## src/rtl/alarm_pkg.sv

```systemverilog
// alarm_pkg: shared time constants, invalid-time markers and scheduler state encoding
package alarm_pkg;
    localparam int MIN_PER_HOUR = 60;
    localparam int HOURS_PER_DAY = 24;
    localparam logic [5:0] INVALID_MIN = 6'h3F;
    localparam logic [4:0] INVALID_HOUR = 5'h1F;
    typedef enum logic [1:0] {SCAN, RING, SNZ} state_t;
endpackage

```

## src/rtl/alarm_time_add.sv

```systemverilog
// alarm_time_add: combinational hh:mm plus minutes with hour and midnight wrap
module alarm_time_add
    import alarm_pkg::*;
(
    input  logic [4:0] hour,
    input  logic [5:0] minute,
    input  logic [5:0] add,
    output logic [4:0] sum_hour,
    output logic [5:0] sum_minute
);
    logic [6:0] m_raw;
    logic carry;
    always_comb begin
        m_raw = {1'b0, minute} + {1'b0, add};
        carry = m_raw >= 7'(MIN_PER_HOUR);
        sum_minute = carry ? 6'(m_raw - 7'(MIN_PER_HOUR)) : m_raw[5:0];
        sum_hour = !carry ? hour : (hour == 5'(HOURS_PER_DAY - 1)) ? 5'd0 : hour + 5'd1;
    end
endmodule

```

## src/rtl/alarm_scheduler.sv

```systemverilog
// alarm_scheduler: round-robin multi-slot alarm sharing one ringer, with stop/snooze sequencing
module alarm_scheduler
    import alarm_pkg::*;
#(
    parameter int NUM_SLOTS = 4,
    parameter int SNOOZE_MIN = 10,
    parameter int MAX_SNOOZE = 3,
    localparam int SW = $clog2(NUM_SLOTS)
) (
    input  logic                 clock,
    input  logic                 reset,
    input  logic [5:0]           minute_counter,
    input  logic [4:0]           ore_counter,
    input  logic                 wr_en,
    output logic                 wr_ready,
    input  logic [SW-1:0]        wr_slot,
    input  logic                 wr_enable,
    input  logic [5:0]           wr_minute,
    input  logic [4:0]           wr_ore,
    input  logic                 stop,
    input  logic                 snooze,
    output logic                 ring,
    output logic [SW-1:0]        ring_slot,
    output logic [NUM_SLOTS-1:0] armed_mask
);
    localparam int CW = $clog2(MAX_SNOOZE + 2);
    localparam logic [CW-1:0] MAX_CNT = CW'(MAX_SNOOZE);
    localparam logic [5:0] SNOOZE_ADD = 6'(SNOOZE_MIN);

    state_t state;
    logic [SW-1:0] idx;
    logic [NUM_SLOTS-1:0] armed, fired;
    logic [4:0] prog_h [NUM_SLOTS];
    logic [5:0] prog_m [NUM_SLOTS];
    logic [4:0] act_h [NUM_SLOTS];
    logic [5:0] act_m [NUM_SLOTS];
    logic [CW-1:0] cnt [NUM_SLOTS];
    logic [5:0] prev_min;
    logic wr_fire, min_chg, hit, snz_stop;
    logic [4:0] snz_h;
    logic [5:0] snz_m;

    assign wr_ready = state == SCAN;
    assign armed_mask = armed;

    // a write to the slot under the comparator suppresses that cycle's compare
    always_comb begin
        wr_fire = wr_en && wr_ready;
        min_chg = prev_min != minute_counter;
        hit = armed[idx] && !fired[idx] && act_h[idx] == ore_counter && act_m[idx] == minute_counter
              && !(wr_fire && wr_slot == idx);
        snz_stop = cnt[ring_slot] == MAX_CNT;
    end

    alarm_time_add u_add (
        .hour(act_h[ring_slot]),
        .minute(act_m[ring_slot]),
        .add(SNOOZE_ADD),
        .sum_hour(snz_h),
        .sum_minute(snz_m)
    );

    always_ff @(posedge clock) begin
        prev_min <= minute_counter;
        if (reset) begin
            state <= SCAN;
            idx <= '0;
            ring <= 1'b0;
            ring_slot <= '0;
            armed <= '0;
            fired <= '0;
            for (int i = 0; i < NUM_SLOTS; i++) begin
                prog_h[i] <= INVALID_HOUR;
                prog_m[i] <= INVALID_MIN;
                act_h[i] <= INVALID_HOUR;
                act_m[i] <= INVALID_MIN;
                cnt[i] <= '0;
            end
        end else begin
            if (min_chg) fired <= '0;
            case (state)
                SCAN: begin
                    idx <= idx + 1'b1;
                    if (wr_fire) begin
                        armed[wr_slot] <= wr_enable;
                        prog_h[wr_slot] <= wr_ore;
                        prog_m[wr_slot] <= wr_minute;
                        act_h[wr_slot] <= wr_ore;
                        act_m[wr_slot] <= wr_minute;
                        fired[wr_slot] <= 1'b0;
                        cnt[wr_slot] <= '0;
                    end
                    if (hit) begin
                        state <= RING;
                        ring <= 1'b1;
                        ring_slot <= idx;
                        fired[idx] <= 1'b1;
                    end
                end
                RING: begin
                    if (stop) begin
                        state <= SCAN;
                        ring <= 1'b0;
                        act_h[ring_slot] <= prog_h[ring_slot];
                        act_m[ring_slot] <= prog_m[ring_slot];
                        cnt[ring_slot] <= '0;
                    end else if (snooze || min_chg) begin
                        state <= SNZ;
                        ring <= 1'b0;
                    end
                end
                SNZ: begin
                    state <= SCAN;
                    act_h[ring_slot] <= snz_stop ? prog_h[ring_slot] : snz_h;
                    act_m[ring_slot] <= snz_stop ? prog_m[ring_slot] : snz_m;
                    cnt[ring_slot] <= snz_stop ? '0 : cnt[ring_slot] + 1'b1;
                end
                default: state <= SCAN;
            endcase
        end
    end
endmodule

```

## config.mk

```make
export PLATFORM = sky130hd
export DESIGN_NAME = alarm_scheduler
export DESIGN_NICKNAME = d
export VERILOG_FILES = /design/src/rtl/alarm_pkg.sv /design/src/rtl/alarm_time_add.sv /design/src/rtl/alarm_scheduler.sv
export SDC_FILE = /design/constraint.sdc
export NUM_CORES = 1
export LEC_CHECK = 0
export ABC_CLOCK_PERIOD_IN_PS = 5150
export CORE_ASPECT_RATIO = 1.25
export CORE_MARGIN = 1.5
export CORE_UTILIZATION = 50
export CTS_CLUSTER_DIAMETER = 60
export DETAILED_ROUTE_END_ITERATION = 7
export PLACE_DENSITY = 0.69
export SKIP_CTS_REPAIR_TIMING = 1
export SYNTH_ARGS = -nofsm -noshare
export SYNTH_HDL_FRONTEND = slang
export SYNTH_HIERARCHICAL = 1
export SYNTH_SLANG_ARGS = --single-unit
```

## constraint.sdc

```tcl
create_clock -name clock -period 5.15 [get_ports clock]
set_input_delay 1.03 -clock clock [delete_from_list [all_inputs] [get_ports clock]]
set_output_delay 1.03 -clock clock [all_outputs]
set_load 0.05 [all_outputs]
```

* After elaboration in Yosys (flattened, before gate mapping)
Memory sizes are Yosys's and may differ from the RTL's. A register that Yosys moved wholly into a read port is not among the register bits.
Index checks and enable logic that the tools add are counted.
** Word-level totals
- Word-level logic and storage cells :: 147
- Bits in writable memories :: 100
- Memories :: 5
- Output and inout bits :: 8
- Bits of input ports :: 30
- Flip-flop bits (word level) :: 21
** Operators by class
- Multiplexer cells :: 84
- Reduce and logical (&&, ||, !) cells :: 25
- Equality and inequality tests :: 10
- Magnitude comparators :: 5
- Add/subtract/negate cells :: 5
- Bitwise operators :: 6
** Memories
- act_m :: words 4, width 6, rd ports 2, clocked after Yosys merged registers in 2, wr ports 4, line alarm_scheduler.sv:36 : logic [5:0] act_m [NUM_SLOTS];
- prog_m :: words 4, width 6, rd ports 1, clocked after Yosys merged registers in 1, wr ports 4, line alarm_scheduler.sv:34 : logic [5:0] prog_m [NUM_SLOTS];
- act_h :: words 4, width 5, rd ports 2, clocked after Yosys merged registers in 2, wr ports 4, line alarm_scheduler.sv:35 : logic [4:0] act_h [NUM_SLOTS];
- prog_h :: words 4, width 5, rd ports 1, clocked after Yosys merged registers in 1, wr ports 4, line alarm_scheduler.sv:33 : logic [4:0] prog_h [NUM_SLOTS];
- cnt :: words 4, width 3, rd ports 1, clocked after Yosys merged registers in 1, wr ports 4, line alarm_scheduler.sv:37 : logic [CW-1:0] cnt [NUM_SLOTS];
** Operator list (number)
- $mux W2 :: 25
- $mux W6 :: 6
- $mux W5 :: 7
- $mux W1 :: 28
- $mux W4 :: 7
- $reduce_or A6 Y1 :: 3
- $reduce_or A5 Y1 :: 3
- $mux W3 :: 4
- $logic_and A1 B1 Y1 :: 8
- $add A6 B4 Y7 const B :: 1
- $ge A7 B6 Y1 const B :: 1
- $eq A6 B6 Y1 :: 1
- $lt A2 B3 Y1 const B :: 2
- $ne A6 B6 Y1 :: 1
- $reduce_and A2 Y1 :: 3
- $reduce_or A3 Y1 :: 2
- $sub A6 B6 Y6 const B :: 1
- $add A5 B1 Y5 const B :: 1
- $eq A5 B5 Y1 :: 1
- $eq A5 B5 Y1 const B :: 1
- $and A4 B4 Y4 :: 1
- $bmux W1 S2 :: 2
- $bwmux W4 :: 1
- $demux W1 S2 :: 2
- 19 further kinds :: 23

* Longest topological paths before layout
Gate-level depths: netlist (run 1).
- Word-level depth :: 12
- Mapped depth :: 17
- Gate-level depth less buffers :: 14

* Hierarchy
Netlist (run 1), hierarchy kept.
** By module, submodules not included
- alarm_scheduler :: area an instance 6073.3 µm², cells each 468, seq. area each 3503.4 µm², instances 1
- alarm_time_add :: area an instance 518.0 µm², cells each 68, seq. area each 0.0 µm², instances 1

* Worst setup path before layout (run 1)
Ideal clock, no wire load.
- Path type :: flip-flop to flip-flop
- Start point :: reg with a tool-made name
- End point :: mem act_h[0][4] (data pin)
- Clock period less this slack :: 4057 ps
- Library setup time :: 130 ps
- Data required time :: 5020 ps
- Cell stages (with the launch flop) :: 17
- Data arrival time :: 3927 ps
- Buffers on the path :: 3
- Path slack :: 1093 ps
- Cell sequence :: dfxtp_1 -> buf_2 -> buf_2 -> buf_2 -> mux4_2 -> ha_1 -> o21ai_1 -> o21a_1 -> ha_1 -> nand2_1 -> o2bb2ai_1 -> a31oi_4 -> or4b_1 -> nand2_1 -> mux2i_1 -> a21o_1 -> nand2_1
** RTL lines (line)
- end, declared :: alarm_scheduler.sv:35

==> results of run 1 <==
## area by class of cell
class / count / share of cell area
multi-input combinational: 347 / 0.3635
clock buffer: 19 / 0.05592
sequential: 125 / 0.4526
inverter: 43 / 0.02085
clock inverter: 13 / 0.02538
tap: 168 / 0.02715
timing repair buffer: 44 / 0.05463
## power groups by stage
stage | logic [W] | registers (W) | clock network [W]
5_1_grt | 0.000249 | 0.00115 | 0.00133
4_1_cts | 0.000228 | 0.00115 | 0.00129
3_5_place_dp | 0.000226 | 0.00117 | 0
2_1_floorplan | 0.000159 | 0.00116 | 0
3_3_place_gp | 0.000223 | 0.00117 | 0
6_report | 0.000228 | 0.00115 | 0.00128
## synthesized netlist by cell type, drive strengths merged, types with 15 or more instances
master  number  area share
edfxtp     100        0.46
nand2       57       0.032
inv         43       0.024
nor2        35       0.021
mux4        31        0.11
mux2i       28       0.043
dfxtp       25       0.076
nand2b      21       0.020
xnor2       19       0.025
or2         15       0.014
## routing by layer
layer	share of wire	wire [µm]
met2	0.51	7646
met3	0.038	566
met1	0.43	6408
met4	0.017	250
met5	0	0
## state kept, by name (all words and copies together), names as in the netlist, 4 cells and up, named ones only
signal      count
act_h          20
act_m          24
armed_mask      4
cnt            12
fired           4
prev_min        6
prog_h         20
prog_m         24
## path summary, 6_finish.rpt
| path | from | to | slack, ns | cells after the start |
|---|---|---|---|---|
| worst min register to register | fired[0] | fired[0] | 0.49 | 2 |
| worst max register to register | flip-flop | act_m[0][3] | 0.98 | 13 |
| worst min-delay path | fired[0] | fired[0] | 0.49 | 2 |
| worst max-delay path | flip-flop | act_m[0][3] | 0.98 | 13 |
## cells by family after synthesis
| family | count (synthesis) |
|---|---|
| other | 2 |
| buffers and inverters | 69 |
| AO/OA/AOI/OAI | 60 |
| multiplexers | 62 |
| XOR/XNOR | 26 |
| flip-flops | 125 |
| AND/OR/NAND/NOR | 178 |
| adder cells (fa/ha/maj) | 14 |
## metrics by stage
| stage | total power [W] | hold WS, ns |
|---|---|---|
| 6_report | 0.002656 | 0.4871 |
| 5_1_grt | 0.002726 | 0.5115 |
| 4_1_cts | 0.002666 | 0.4914 |
| 3_5_place_dp | 0.001394 | 0.4831 |
| 3_3_place_gp | 0.001390 | 0.4662 |
| 2_1_floorplan | 0.001314 | 0.4466 |
## tightest hold or removal path, stage by stage (launching register included)
cell     delay (ns)
dfxtp_1        0.31
nand3_1        0.06
o31ai_1        0.07
==> impl_metrics.yaml, run 1 <==
outcome:
  status: "complete, no violations"
timing:
  fmax_mhz: 239.9
  layout_setup_ws_ns: 0.9812
  report.final.slew_viol_count: 0
  finalHoldViolCount: 0
  setup_tns_ns: 0
  skew_ns: 0.006696
  max_slew_margin: 0.2983
  period_share: 0.8095
  grt_setup_unrepaired: "no"
  worstMarginPinSlew_ns: 1.051
  setup_viol: 0
  fin_crit_ns: 4.169
pwr:
  power.share.switching: 0.2190
  p_int_w: 0.002074
  pwr-share-comb: 0.086
  pwr-share-clk: 0.482
  power_density_mw_per_mm2: 343.1
  vdd_drop_max_mv: 0.2493
  power_frac_seq: 0.432
  p_leak_nw: 2.621
  p_sw_w: 0.0005818
cts:
  numCtsBuffers: 17
  clkLatencyLatePin_ns: 0.41
  cts.clk_slew.worst_paths_ns: 0.06
  cts-root-buf: "clkbuf_16"
  cts_tree: "done"
  cts_sinks: 125
  htreeDepth: 4
  cts_buffer_depth: 2
setup_path:
  cp.required_ns: 5.28
  max_stage_delay_ns: 0.80
  crit_slowest_cell: "dfxtp_1"
  worstPathCellList: "mux4_2 -> ha_1 -> a211oi_2 -> o21bai_1 -> o21a_1 -> ha_1 -> nand2_1 -> o2bb2ai_1 -> a31oi_4 -> mux2_2 -> mux2i_1 -> a21o_1 -> nand2_1"
  crit_path_max_fanout: 11
  path_class: "flip-flop to flip-flop"
  critical_path_buf_inv_count: 0
  worstPathArrival_ns: 4.30
  end_kind: "flip-flop"
  critPathTopFamily: "compound AO/OA/AOI/OAI gates"
  start_kind: "flip-flop"
grt:
  grt_use_total: 0.2290
  use_met2: 0.3795
  grt_pass1_wl_um: 23690
  antenna_found_initial: 0
  top_usage_layer: "met2"
  use_met3: 0.04167
  grt_overflow: 0
  grt_max_degree: 18
  met1_usage: 0.3033
  grt_pass1_vias: 4366
placement:
  portBuffers: 37
  dp_hpwl_um: 10500
  place_congestion: 0.8563
  placed_cell_area_mm2: 0.007112
  dp_cells: 727
  place_ws_ns: 0.8702
logic_synthesis:
  synth_area_mm2: 0.006591
  synth_top_family_by_area: "multiplexers"
  synth.distinct_cells: 62
  synth-xor-area-share: 0.03455
  synthSimpleGateAreaFrac: 0.1391
  syn_inst: 536
  syn_area_per_cell_um2: 12.30
  ys_seq_elements: 125
  synth_compound_area_frac: 0.06796
  synth_fa_ha_area_frac: 0.02771
  synth_edf_count: 100
  yosys_most_used_dff: "edfxtp_1"
  muxShareOfSynthArea: 0.1536
  yosysSeqAreaShare: 0.5315
  synthArstFlopShare: 0
  synth_warnings: 6
drt:
  routed_wl_um: 14870
  drtIter0Drc: 298
  wl_per_cell_um: 19.59
  detail-route-antenna-nets: 0
  drc: 0
  routed-via-count: 4261
  firstDrtPassIters: 5
  vias_per_cell: 5.614
die:
  dieArea_mm2: 0.01389
  start_util: 0.5159
  fp-row-count: 46
  core_mm2: 0.01278
  ios: 38
  die_w_um: 105.7
  fp.dieH_um: 131.4
layout:
  final_common_cell: "edfxtp_1"
  diodes: 0
  regArea_mm2: 0.003503
  nNetsFinal: 622
  layout_common_cells: "edfxtp_1, nand2_1, inv_1, clkdlybuf4s50_1, nor2_1"
  postLayoutCellArea_mm2: 0.007741
  layout-drive-gt1-share: 0.1641
  fin_cells: 759
  fin_util: 0.6059
  multi_input_area_mm2: 0.002814
  nFillCells: 1022
  area_growth_pct: 17.44
job:
  maxCapViolCount: 0
hold_path:
  hold_class: "flip-flop to flip-flop"
No activity file was read; power rests on OpenSTA's default activity.
==> run 2: changes to the inputs <==
--- a/config.mk
+++ b/config.mk
@@ -5,13 +5,13 @@
 export SDC_FILE = /design/constraint.sdc
 export NUM_CORES = 1
 export LEC_CHECK = 0
-export ABC_CLOCK_PERIOD_IN_PS = 5150
+export ABC_CLOCK_PERIOD_IN_PS = 3400
 export CORE_ASPECT_RATIO = 1.25
 export CORE_MARGIN = 1.5
 export CORE_UTILIZATION = 50
 export CTS_CLUSTER_DIAMETER = 60
 export DETAILED_ROUTE_END_ITERATION = 7
-export PLACE_DENSITY = 0.69
+export PLACE_DENSITY = 0.71
 export SKIP_CTS_REPAIR_TIMING = 1
 export SYNTH_ARGS = -nofsm -noshare
 export SYNTH_HDL_FRONTEND = slang
==> constraint.sdc (replaced) <==
create_clock -name clock -period 3.4 [get_ports clock]
set_input_delay 0.68 -clock clock [delete_from_list [all_inputs] [get_ports clock]]
set_output_delay 0.68 -clock clock [all_outputs]
set_load 0.05 [all_outputs]
==> impl_metrics.yaml, run 2 (synthesis gave the netlist of run 1 again) <==
drt:
  drtIter0Drc: 335
  detail-route-antenna-nets: 0
  routed_wl_um: 15710
  wl_per_cell_um: 19.90
  vias_per_cell: 5.641
  firstDrtPassIters: 5
  drc: 0
  routed-via-count: 4451
die:
  core_mm2: 0.01278
  dieArea_mm2: 0.01389
  start_util: 0.5159
  ios: 38
  die_w_um: 105.7
  fp-row-count: 46
  fp.dieH_um: 131.4
cts:
  numCtsBuffers: 17
  cts.clk_slew.worst_paths_ns: 0.05
  htreeDepth: 4
  clkLatencyLatePin_ns: 0.41
  cts_buffer_depth: 2
  cts-root-buf: "clkbuf_16"
  cts_sinks: 125
  cts_tree: "done"
timing:
  layout_setup_ws_ns: -0.02075
  grt_setup_unrepaired: "yes"
  report.final.slew_viol_count: 0
  skew_ns: 0.007287
  setup_viol: 4
  fin_crit_ns: 3.421
  fmax_mhz: 292.3
  worstMarginPinSlew_ns: 0.8505
  max_slew_margin: 0.4329
  period_share: 1.006
  setup_tns_ns: -0.06265
  finalHoldViolCount: 0
setup_path:
  rrSetupSlack_ns: -0.02
  r2r_cells: 14
  path_class: "flip-flop to flip-flop"
  max_stage_delay_ns: 0.56
  crit_path_max_fanout: 7
  worstPathArrival_ns: 3.70
  crit_slowest_cell: "mux4_2"
  cpMostUsedCell: "nand2_1"
  end_kind: "flip-flop"
  start_kind: "flip-flop"
  cp.required_ns: 3.68
  worstPathCellList: "mux4_2 -> ha_4 -> a211oi_4 -> o21a_1 -> ha_2 -> nand2_2 -> o2bb2ai_4 -> a31oi_4 -> buf_6 -> or4b_1 -> nand2_1 -> mux2i_1 -> a21o_1 -> nand2_1"
  r2r_end: "act_h[1][4]"
grt:
  grt_pass1_wl_um: 24860
  grt_pass1_vias: 4500
  grt_max_degree: 19
  antenna_found_initial: 0
  grt_use_total: 0.2377
  grt_overflow: 0
layout:
  nFillCells: 1018
  fin_cells: 789
  area_growth_pct: 22.00
  layout_common_cells: "edfxtp_1, nand2_1, inv_1, clkdlybuf4s50_1, buf_4"
  top_regs: "act_m x24, prog_m x24"
  layout-drive-gt1-share: 0.2222
  postLayoutCellArea_mm2: 0.008041
  final_common_cell: "edfxtp_1"
  multi_input_area_mm2: 0.002948
  nNetsFinal: 652
  diodes: 0
  regArea_mm2: 0.003508
hold_path:
  holdPathStages: 2
  hold_start: "fired[0]"
  hold_class: "flip-flop to flip-flop"
  holdPathEnd: "fired[0]"
pwr:
  power_density_mw_per_mm2: 474.4
  p_leak_nw: 2.768
  vdd_drop_max_mv: 0.3261
outcome:
  violations: "negative setup slack"
  status: "finished, violations left"
placement:
  portBuffers: 37
  dp_cells: 745
  place_congestion: 0.8276
  placed_cell_area_mm2: 0.007335
  dp_hpwl_um: 10910
job:
  maxCapViolCount: 0
-- run 2: changes by cell type in the layout (fill, tap and decap cells not counted), moves of 3 or more --
cell	delta
ha_4	+4
ha_1	-5
clkinv_2	-4
clkbuf_8	+3
bufinv_16	-5
buf_4	+27
clkbuf_1	+3
-- run 2: routing by layer --
metal | GRT usage | up-vias | part of all wire
li1 | - | 2066 | -
met2 | 0.3954 | 142 | 0.51
met4 | 0.09459 | 0 | 0.021
met5 | 0 | - | 0
met3 | 0.03522 | 30 | 0.043
met1 | 0.3127 | 2213 | 0.42
-- run 2: area by class of cell --
type / instances / area share
flip-flops and latches: 125 / 0.4363
inverters: 43 / 0.02007
clock inverters: 6 / 0.004357
well taps: 168 / 0.02614
multi-input cells: 347 / 0.3666
clock buffers: 26 / 0.06348
repair buffers: 74 / 0.08309
-- run 2: critical path, delay by kind of cell, from the launching register on --
family | cells | cell delay (ns)
DFF | 1 | 0.40
adders and majority gates | 2 | 0.41
buffers and inverters | 1 | 0.16
and+or+nand+nor | 4 | 0.70
muxes | 2 | 0.63
AOI/OAI and AO/OA | 5 | 0.98
-- run 2: worst max-delay path by stage --
stage,from,endpoint,slack [ns]
after floorplan,flip-flop,act_h[0][4],-0.12
after global placement,flip-flop,act_h[0][4],0.09
after detailed placement,flip-flop,act_h[0][4],-0.04
after CTS,flip-flop,act_h[0][4],-0.05
after global routing,flip-flop,act_h[2][4],-0.15
final,flip-flop,act_h[1][4],-0.02
-- run 2: power by group --
part / internal [W] / switching [W]
registers: 0.00170 / 0.0000340
logic: 0.000199 / 0.000222
clock network: 0.00103 / 0.000630
total: 0.00293 / 0.000886
-- run 2: per-stage QoR --
step           hold slack [ns]  worst slack (ns)  utilization  total power, W
2_1_floorplan           0.4466           -0.1210            -        0.002008
3_3_place_gp            0.4633           0.08642       0.5740        0.002136
3_5_place_dp            0.4660          -0.03577       0.5740        0.002148
4_1_cts                 0.4730          -0.04913       0.6167        0.003793
5_1_grt                 0.4923           -0.1505       0.6294        0.003928
6_report                0.4776          -0.02075       0.6294        0.003815
